### config.mk
export PLATFORM = sky130hd
export DESIGN_NAME = vram_arb_flat
export DESIGN_NICKNAME = d
export VERILOG_FILES = /design/src/rtl/vram_arb_if.sv /design/src/rtl/vram_arb.sv /design/src/flat_wrapper.sv
export SDC_FILE = /design/constraint.sdc
export NUM_CORES = 1
export LEC_CHECK = 0
export CORE_AREA = 10 10 80 82
export CTS_BUF_LIST = sky130_fd_sc_hd__clkbuf_2 sky130_fd_sc_hd__clkbuf_4 sky130_fd_sc_hd__clkbuf_8
export CTS_CLUSTER_DIAMETER = 60
export DETAILED_ROUTE_END_ITERATION = 16
export DIE_AREA = 0 0 90 92
export DONT_BUFFER_PORTS = 1
export GPL_TIMING_DRIVEN = 1
export HOLD_SLACK_MARGIN = 0.05
export PLACE_DENSITY = 0.4
export RECOVER_POWER = 25
export REMOVE_ABC_BUFFERS = 1
export SYNTH_ARGS = -nofsm -noshare
export SYNTH_HDL_FRONTEND = slang
export SYNTH_SLANG_ARGS = --single-unit
### constraint.sdc
create_clock -name clk_sys -period 3.7 [get_ports clk_sys]
set_input_delay 0.37 -clock clk_sys [delete_from_list [all_inputs] [get_ports clk_sys]]
set_output_delay 0.37 -clock clk_sys [all_outputs]
set_load 0.02 [all_outputs]
### src/rtl/vram_arb_if.sv
// ============================================================================
// Module   : vram_arb_if
// Purpose  : Requester/response and RAM-side bundle for the two-port VRAM arbiter.
// Revision : 1.0
// ============================================================================
`default_nettype none

interface vram_arb_if #(
  parameter int ADDRW = 14,
  parameter int DATAW = 32
);
  logic [1:0]         req_valid;
  logic [1:0]         req_ready;
  logic [1:0]         req_we;
  logic [ADDRW-1:0]   req_addr0;
  logic [ADDRW-1:0]   req_addr1;
  logic [DATAW-1:0]   req_wdata0;
  logic [DATAW-1:0]   req_wdata1;
  logic [DATAW/8-1:0] req_wmask0;
  logic [DATAW/8-1:0] req_wmask1;
  logic [1:0]         rsp_valid;
  logic [DATAW-1:0]   rsp_rdata;
  logic               mem_en;
  logic [DATAW/8-1:0] mem_we;
  logic [ADDRW-1:0]   mem_addr;
  logic [DATAW-1:0]   mem_wdata;
  logic [DATAW-1:0]   mem_rdata;

  // Arbiter view
  modport slave (
    input  req_valid, req_we, req_addr0, req_addr1,
    input  req_wdata0, req_wdata1, req_wmask0, req_wmask1, mem_rdata,
    output req_ready, rsp_valid, rsp_rdata,
    output mem_en, mem_we, mem_addr, mem_wdata
  );

  // Requester plus RAM view
  modport master (
    output req_valid, req_we, req_addr0, req_addr1,
    output req_wdata0, req_wdata1, req_wmask0, req_wmask1, mem_rdata,
    input  req_ready, rsp_valid, rsp_rdata,
    input  mem_en, mem_we, mem_addr, mem_wdata
  );
endinterface

`default_nettype wire

### src/rtl/vram_arb.sv
// ============================================================================
// Module   : vram_arb
// Purpose  : Round-robin arbiter sharing one single-port VRAM between two ports.
// Revision : 1.0
// ============================================================================
`default_nettype none

module vram_arb #(
  parameter int ADDRW   = 14,
  parameter int DATAW   = 32,
  parameter int MEM_LAT = 1
) (
  input  logic        clk_sys,
  input  logic        rst_sys,
  input  logic        arb_pause,
  vram_arb_if.slave   bus
);
  localparam int MASKW = DATAW / 8;

  logic [1:0]         w_grant;
  logic               w_gport;
  logic               w_xfer;
  logic               w_rd;
  logic               r_last;
  logic [MEM_LAT-1:0] r_pv;
  logic [MEM_LAT-1:0] r_pp;

  // On contention the port that did not win last time is favoured.
  always_comb begin
    w_grant = 2'b00;
    if (!rst_sys && !arb_pause) begin
      case (bus.req_valid)
        2'b01:   w_grant = 2'b01;
        2'b10:   w_grant = 2'b10;
        2'b11:   w_grant = r_last ? 2'b01 : 2'b10;
        default: w_grant = 2'b00;
      endcase
    end
  end

  assign w_gport = w_grant[1];
  assign w_xfer  = |w_grant;
  assign w_rd    = w_xfer & ~bus.req_we[w_gport];

  assign bus.req_ready = w_grant;
  assign bus.mem_en    = w_xfer;
  assign bus.mem_addr  = w_gport ? bus.req_addr1  : bus.req_addr0;
  assign bus.mem_wdata = w_gport ? bus.req_wdata1 : bus.req_wdata0;
  assign bus.mem_we    = (w_xfer && bus.req_we[w_gport])
                         ? (w_gport ? bus.req_wmask1 : bus.req_wmask0)
                         : {MASKW{1'b0}};

  always_ff @(posedge clk_sys or posedge rst_sys) begin
    if (rst_sys) begin
      r_last <= 1'b1;
    end else if (w_xfer) begin
      r_last <= w_gport;
    end
  end

  // Read tracker: one (valid, port) stage per cycle of RAM latency.
  generate
    if (MEM_LAT == 1) begin : g_pipe1
      always_ff @(posedge clk_sys or posedge rst_sys) begin
        if (rst_sys) begin
          r_pv <= 1'b0;
          r_pp <= 1'b0;
        end else begin
          r_pv <= w_rd;
          r_pp <= w_gport;
        end
      end
    end else begin : g_pipen
      always_ff @(posedge clk_sys or posedge rst_sys) begin
        if (rst_sys) begin
          r_pv <= '0;
          r_pp <= '0;
        end else begin
          r_pv <= {r_pv[MEM_LAT-2:0], w_rd};
          r_pp <= {r_pp[MEM_LAT-2:0], w_gport};
        end
      end
    end
  endgenerate

  assign bus.rsp_valid = rst_sys ? 2'b00
                         : {r_pv[MEM_LAT-1] & r_pp[MEM_LAT-1],
                            r_pv[MEM_LAT-1] & ~r_pp[MEM_LAT-1]};
  assign bus.rsp_rdata = bus.mem_rdata;

endmodule

`default_nettype wire

### src/flat_wrapper.sv
// flat-port wrapper written by rule: the top's interface ports become plain ports
module vram_arb_flat 
#(
  parameter int ADDRW   = 14,
  parameter int DATAW   = 32,
  parameter int MEM_LAT = 1
)
  (clk_sys, rst_sys, arb_pause, bus_req_valid, bus_req_we, bus_req_addr0, bus_req_addr1, bus_req_wdata0, bus_req_wdata1, bus_req_wmask0, bus_req_wmask1, bus_mem_rdata, bus_req_ready, bus_rsp_valid, bus_rsp_rdata, bus_mem_en, bus_mem_we, bus_mem_addr, bus_mem_wdata);
  vram_arb_if #(.ADDRW(ADDRW), .DATAW(DATAW)) bus_i ();
  input  logic clk_sys;
  input  logic rst_sys;
  input  logic arb_pause;
  input wire logic [$bits(bus_i.req_valid)-1:0] bus_req_valid;
  input wire logic [$bits(bus_i.req_we)-1:0] bus_req_we;
  input wire logic [$bits(bus_i.req_addr0)-1:0] bus_req_addr0;
  input wire logic [$bits(bus_i.req_addr1)-1:0] bus_req_addr1;
  input wire logic [$bits(bus_i.req_wdata0)-1:0] bus_req_wdata0;
  input wire logic [$bits(bus_i.req_wdata1)-1:0] bus_req_wdata1;
  input wire logic [$bits(bus_i.req_wmask0)-1:0] bus_req_wmask0;
  input wire logic [$bits(bus_i.req_wmask1)-1:0] bus_req_wmask1;
  input wire logic [$bits(bus_i.mem_rdata)-1:0] bus_mem_rdata;
  output wire logic [$bits(bus_i.req_ready)-1:0] bus_req_ready;
  output wire logic [$bits(bus_i.rsp_valid)-1:0] bus_rsp_valid;
  output wire logic [$bits(bus_i.rsp_rdata)-1:0] bus_rsp_rdata;
  output wire logic [$bits(bus_i.mem_en)-1:0] bus_mem_en;
  output wire logic [$bits(bus_i.mem_we)-1:0] bus_mem_we;
  output wire logic [$bits(bus_i.mem_addr)-1:0] bus_mem_addr;
  output wire logic [$bits(bus_i.mem_wdata)-1:0] bus_mem_wdata;
  assign bus_i.req_valid = bus_req_valid;
  assign bus_i.req_we = bus_req_we;
  assign bus_i.req_addr0 = bus_req_addr0;
  assign bus_i.req_addr1 = bus_req_addr1;
  assign bus_i.req_wdata0 = bus_req_wdata0;
  assign bus_i.req_wdata1 = bus_req_wdata1;
  assign bus_i.req_wmask0 = bus_req_wmask0;
  assign bus_i.req_wmask1 = bus_req_wmask1;
  assign bus_i.mem_rdata = bus_mem_rdata;
  assign bus_req_ready = bus_i.req_ready;
  assign bus_rsp_valid = bus_i.rsp_valid;
  assign bus_rsp_rdata = bus_i.rsp_rdata;
  assign bus_mem_en = bus_i.mem_en;
  assign bus_mem_we = bus_i.mem_we;
  assign bus_mem_addr = bus_i.mem_addr;
  assign bus_mem_wdata = bus_i.mem_wdata;
  vram_arb #(.ADDRW(ADDRW), .DATAW(DATAW), .MEM_LAT(MEM_LAT)) u_core (.clk_sys(clk_sys), .rst_sys(rst_sys), .arb_pause(arb_pause), .bus(bus_i));
endmodule
======== Word level (Yosys, flattened, before mapping) ========
Index checks and enable logic that the tools add are counted.
operators by class
  order comparisons ....................... 1
  equal/unequal tests ..................... 3
  muxes and demuxes ....................... 10
  bitwise gates (word level) .............. 5
  reductions and logical operators ........ 5
operators with widths
  cell                                                                  count
  32-bit two-way mux                                                    1
  14-bit two-way mux                                                    1
  4-bit two-way mux                                                     2
  2-bit two-way mux                                                     3
  2-bit one-hot mux with 3 select lines                                 1
  2-bit == test, second input constant                                  2
  1-bit AND                                                             3
  2-bit by 1-bit == test with 1-bit output, second input constant       1
  1-bit logical AND                                                     2
  1-bit zero test                                                       2
  1-bit by 2-bit < comparator with 1-bit output, second input constant  1
  1-bit two-way mux                                                     2
  1-bit NOT                                                             2
  2-bit OR reduction                                                    1
word-level totals
  register bits ........................... 3
  bits of input ports ..................... 139
  output and inout port bits .............. 87
  word-level logic and storage cells ...... 27

======== Depth between registers and ports, before layout ========
  depth in word-level cells ............... 7
  depth in mapped cells ................... 5
  mapped depth without buffers ............ 4

======== Worst setup path after synthesis ========
No wires, ideal clock.
  path kind ............................... flip-flop to output port
  from .................................... reg u_core.r_last
  to ...................................... out bus_mem_we[0]
  arrival ................................. 1.657 ns
  data required time ...................... 3.330 ns
  path slack .............................. 1.673 ns
  stages on the path, launching flop included .. 6
  path buffers ............................ 1
  cells stage by stage .................... dfstp_2 > nand2_1 > nand2_2 > buf_6 > inv_1 > o31ai_1
between the ends
  word-level cells in the longest chain between the ends .. 7
  elaborated cells on any way between the ends .. 9
  classes of those cells .................. 7 x mux; 2 x reduce/logical
RTL lines
  what                                                  line                RTL
  from (decl)                                           vram_arb.sv:24      logic r_last;
  from (signal assigned)                                vram_arb.sv:57      r_last <= w_gport;
  2-bit two-way mux *                                   vram_arb.sv:35      2'b11: w_grant = r_last ? 2'b01 : 2'b10;
  2-bit one-hot mux with 3 select lines *               vram_arb.sv:32      case (bus.req_valid)
  2-bit two-way mux *                                   vram_arb.sv:31      if (!rst_sys && !arb_pause) begin
  net bus_req_ready[1]                                  flat_wrapper.sv:22  output wire logic [$bits(bus_i.req_ready)-1:0] bus_req_ready;
  1-bit two-way mux (not written as such) (2 in a row)  vram_arb.sv:49      assign bus.mem_we = (w_xfer && bus.req_we[w_gport])
  1-bit logical AND                                     vram_arb.sv:49
  4-bit two-way mux *                                   vram_arb.sv:50      ? (w_gport ? bus.req_wmask1 : bus.req_wmask0)
  to (decl)                                             flat_wrapper.sv:26  output wire logic [$bits(bus_i.mem_we)-1:0] bus_mem_we;
Mark *: on every way through the listed nets, which the timed path passes. The rest lies on a longest branch. The select of a mux whose other input is x is not followed.

======== Worst setup path in the final report ========
  from .................................... reg u_core.r_last
  to ...................................... out bus_mem_wdata[8]
between the ends
  word-level cells in the longest chain between the ends .. 4
RTL lines
  what                                   line                RTL
  2-bit two-way mux                      vram_arb.sv:35
  2-bit one-hot mux with 3 select lines  vram_arb.sv:32
  2-bit two-way mux                      vram_arb.sv:31
  32-bit two-way mux                     vram_arb.sv:48      assign bus.mem_wdata = w_gport ? bus.req_wdata1 : bus.req_wdata0;
  to (decl)                              flat_wrapper.sv:28  output wire logic [$bits(bus_i.mem_wdata)-1:0] bus_mem_wdata;
No other way between the ends.

==> impl_metrics.tcl <==
set metrics [dict create \
    ios 226 \
    drv_cap 0 \
    seq_area_frac_synth_pct 6.54 \
    clock_latency_ns 0.21 \
    n_fill_cell 541 \
    drc_errors 0 \
    first_iter_violations 3 \
    syn2layout_area_growth_pct -9.11 \
    coreArea_um2 4910 \
    relSlewSlack_pct 52.4 \
    wirelength_um 5760 \
    tritoncts "yes" \
    grt_pass1_vias 1053 \
    nNetsFinal 227 \
    clock_skew_ns 0.000733 \
    rsz0062_at_grt "false" \
    rr_startpoint "u_core.r_last$_DFFE_PP1P_" \
    cp.required_ns 3.33 \
    die_x_um 90 \
    drive_gt1_share_pct 66.7 \
    critPathMaxFanout 46 \
    globalplace.congestion 0.706 \
    clock_path_buffers 2 \
    crit_chain "nand2_1 -> nand2_2 -> buf_4 -> mux2_2" \
    synthesis.area_um2 1170 \
    detail-route-antenna-nets 0 \
    io_buffers 0 \
    start_kind "flip-flop" \
    htreeDepth 1 \
    finalSetupTns_ns 0 \
    vias_per_cell 5.15 \
    finalInstanceArea_um2 1060 \
    dpl.hpwl_um 5270 \
    cts_sinks 3 \
    n_antenna_cell 0 \
    yosysWarnings 0 \
    avgSynthCellArea_um2 10.2 \
    tightest_slew_ns 0.712 \
    status "finished clean" \
    p_per_area_nw_per_um2 278 \
    timing.final.crit_share_pct 66.0 \
    grt_max_degree 47 \
    fin_hold_ws_ns 0.256 \
    regArea_um2 76.3 \
    crit_path_end_kind "output pin" \
    min_path_type "in2reg" \
    grt_pass1_wl_um 7580 \
    final_max_slew_viol_count 0 \
    irDropWorstVdd_v 0.0000533 \
    multi_input_area_um2 786 \
    post_cts_resized 0 \
    cp.arrival_ns 2.07 \
    synth_top_cell_by_area "mux2_4" \
    wl_per_cell_um 36.7 \
    synthDistinctLibCells 20 \
    dpl_cell_area_um2 1000 \
    rows 26 \
    die_y_um 92 \
    root_buffer "clkbuf_8" \
    grt_usage_pct 12.1 \
    yosysTopAreaCellShare_pct 38.6 \
    dpl_worst_slack_ns 1.47 \
    hold_start "bus_req_we[0]" \
    synth_area_leaders "mux2_4 (39%), buf_4 (21%), mux2_2 (15%), dfrtp_1 (4.3%), buf_6 (3.9%)" \
    grt-ovfl-total 0 \
    synthCells 114 \
    vias 808 \
    period_minus_slack_ns 2.44 \
    start_util_pct 23.8 \
    synth-seq-cells 3 \
    crit_start "u_core.r_last$_DFFE_PP1P_" \
    clk_pin_slew_ns 0.03 \
    antenna_found_initial 0 \
    numCtsBuffers 3 \
    fmax_mhz 409 \
    hold_viol 0 \
    fin_ws_ns 1.26 \
    dieArea_um2 8280 \
    critPathMaxStageDelay_ns 0.54 \
    slowest_stage "buf_4" \
    critPathKind "reg2out" \
    setup_violations 0 \
    drt_pass1_iterations 4 \
    leakage_nw 0.519 \
]
## registers in the layout, indices dropped and copies added, names as in the netlist
name and flops:
u_core.r_last 1, u_core.r_pp 1, u_core.r_pv 1
## placed cells by master, fill, tap and decap left out, drive strengths merged, types with 2 or more instances in the layout
cell	synthesis	routed
nor3b	2	2
clkbuf	0	4
inv	4	4
buf	37	5
nand4	4	4
nand2	7	7
mux2	46	46
o31ai	5	5
dfrtp	2	2
## worst paths after layout
kind / end / slack, ns / cells after the start
setup reg to reg: u_core.r_pv$_DFF_PP0_ / 2.35 / 4
max in group asynchronous: u_core.r_last$_DFFE_PP1P_ / 3.01 / 2
hold reg to reg: u_core.r_last$_DFFE_PP1P_ / 0.52 / 1
setup / recovery: bus_mem_wdata[8] / 1.26 / 4
min in group asynchronous: u_core.r_pv$_DFF_PP0_ / 0.48 / 2
hold / removal: u_core.r_pv$_DFF_PP0_ / 0.26 / 1
## power breakdown
part | internal, mW | leakage (nW) | switching (mW)
Combinational | 0.0606 | 0.456 | 0.0912
Sequential | 0.0388 | 0.0375 | 0.00242
Clock | 0.0808 | 0.0262 | 0.0215
Total | 0.180 | 0.519 | 0.115
## through the flow
stage	cells	power [mW]	utilization (%)
2_1_floorplan	77	0.177	-
3_3_place_gp	152	0.195	20.4
3_5_place_dp	152	0.195	20.4
4_1_cts	157	0.301	21.6
5_1_grt	157	0.309	21.6
6_report	157	0.295	21.6
## final cells by class
class | count | area share, %
Inverter | 4 | 1.42
Multi-Input combinational cell | 70 | 74.1
Clock buffer | 4 | 4.60
Timing Repair Buffer | 6 | 4.48
Tap cell | 70 | 8.25
Sequential cell | 3 | 7.19
## Yosys cell counts (all sizes together)
master / count
o31ai: 5
nand2: 7
buf: 37
a21oi: 1
nor3b: 2
o21ai: 1
nor2: 1
mux2: 46
o32a: 1
inv: 4
and3: 1
nand3b: 1
dfstp: 1
nand4: 4
dfrtp: 2
## cell families (layout without fill, tap and decap cells)
group | count (synthesis) | count (layout) | share of synthesized area, %
AOI/OAI and AO/OA | 8 | 8 | 4.93
and+or+nand+nor | 16 | 16 | 8.36
buffers and inverters | 41 | 14 | 26.2
muxes | 46 | 46 | 54.0
DFF | 3 | 3 | 6.54
## routing by layer
metal,global-route usage (%),wire (um),vias to the layer above
met5,2.38,0,-
met1,11.7,1940,362
met4,1.99,0,0
met3,13.3,1270,0
met2,17.4,2540,125
li1,-,-,321
## critical path, delay by kind of cell, from the launching register on
kind,cells,cell delay (ns)
buffers and inverters,1,0.54
flip-flops,1,0.53
multiplexers,1,0.48
AND/OR/NAND/NOR,2,0.26
## what timing repair did
action,CTS,global route
hold endpoints to repair,2,0
buffers inserted,0,0
hold buffers,1,0
No activity file was read; power rests on OpenSTA's default activity.
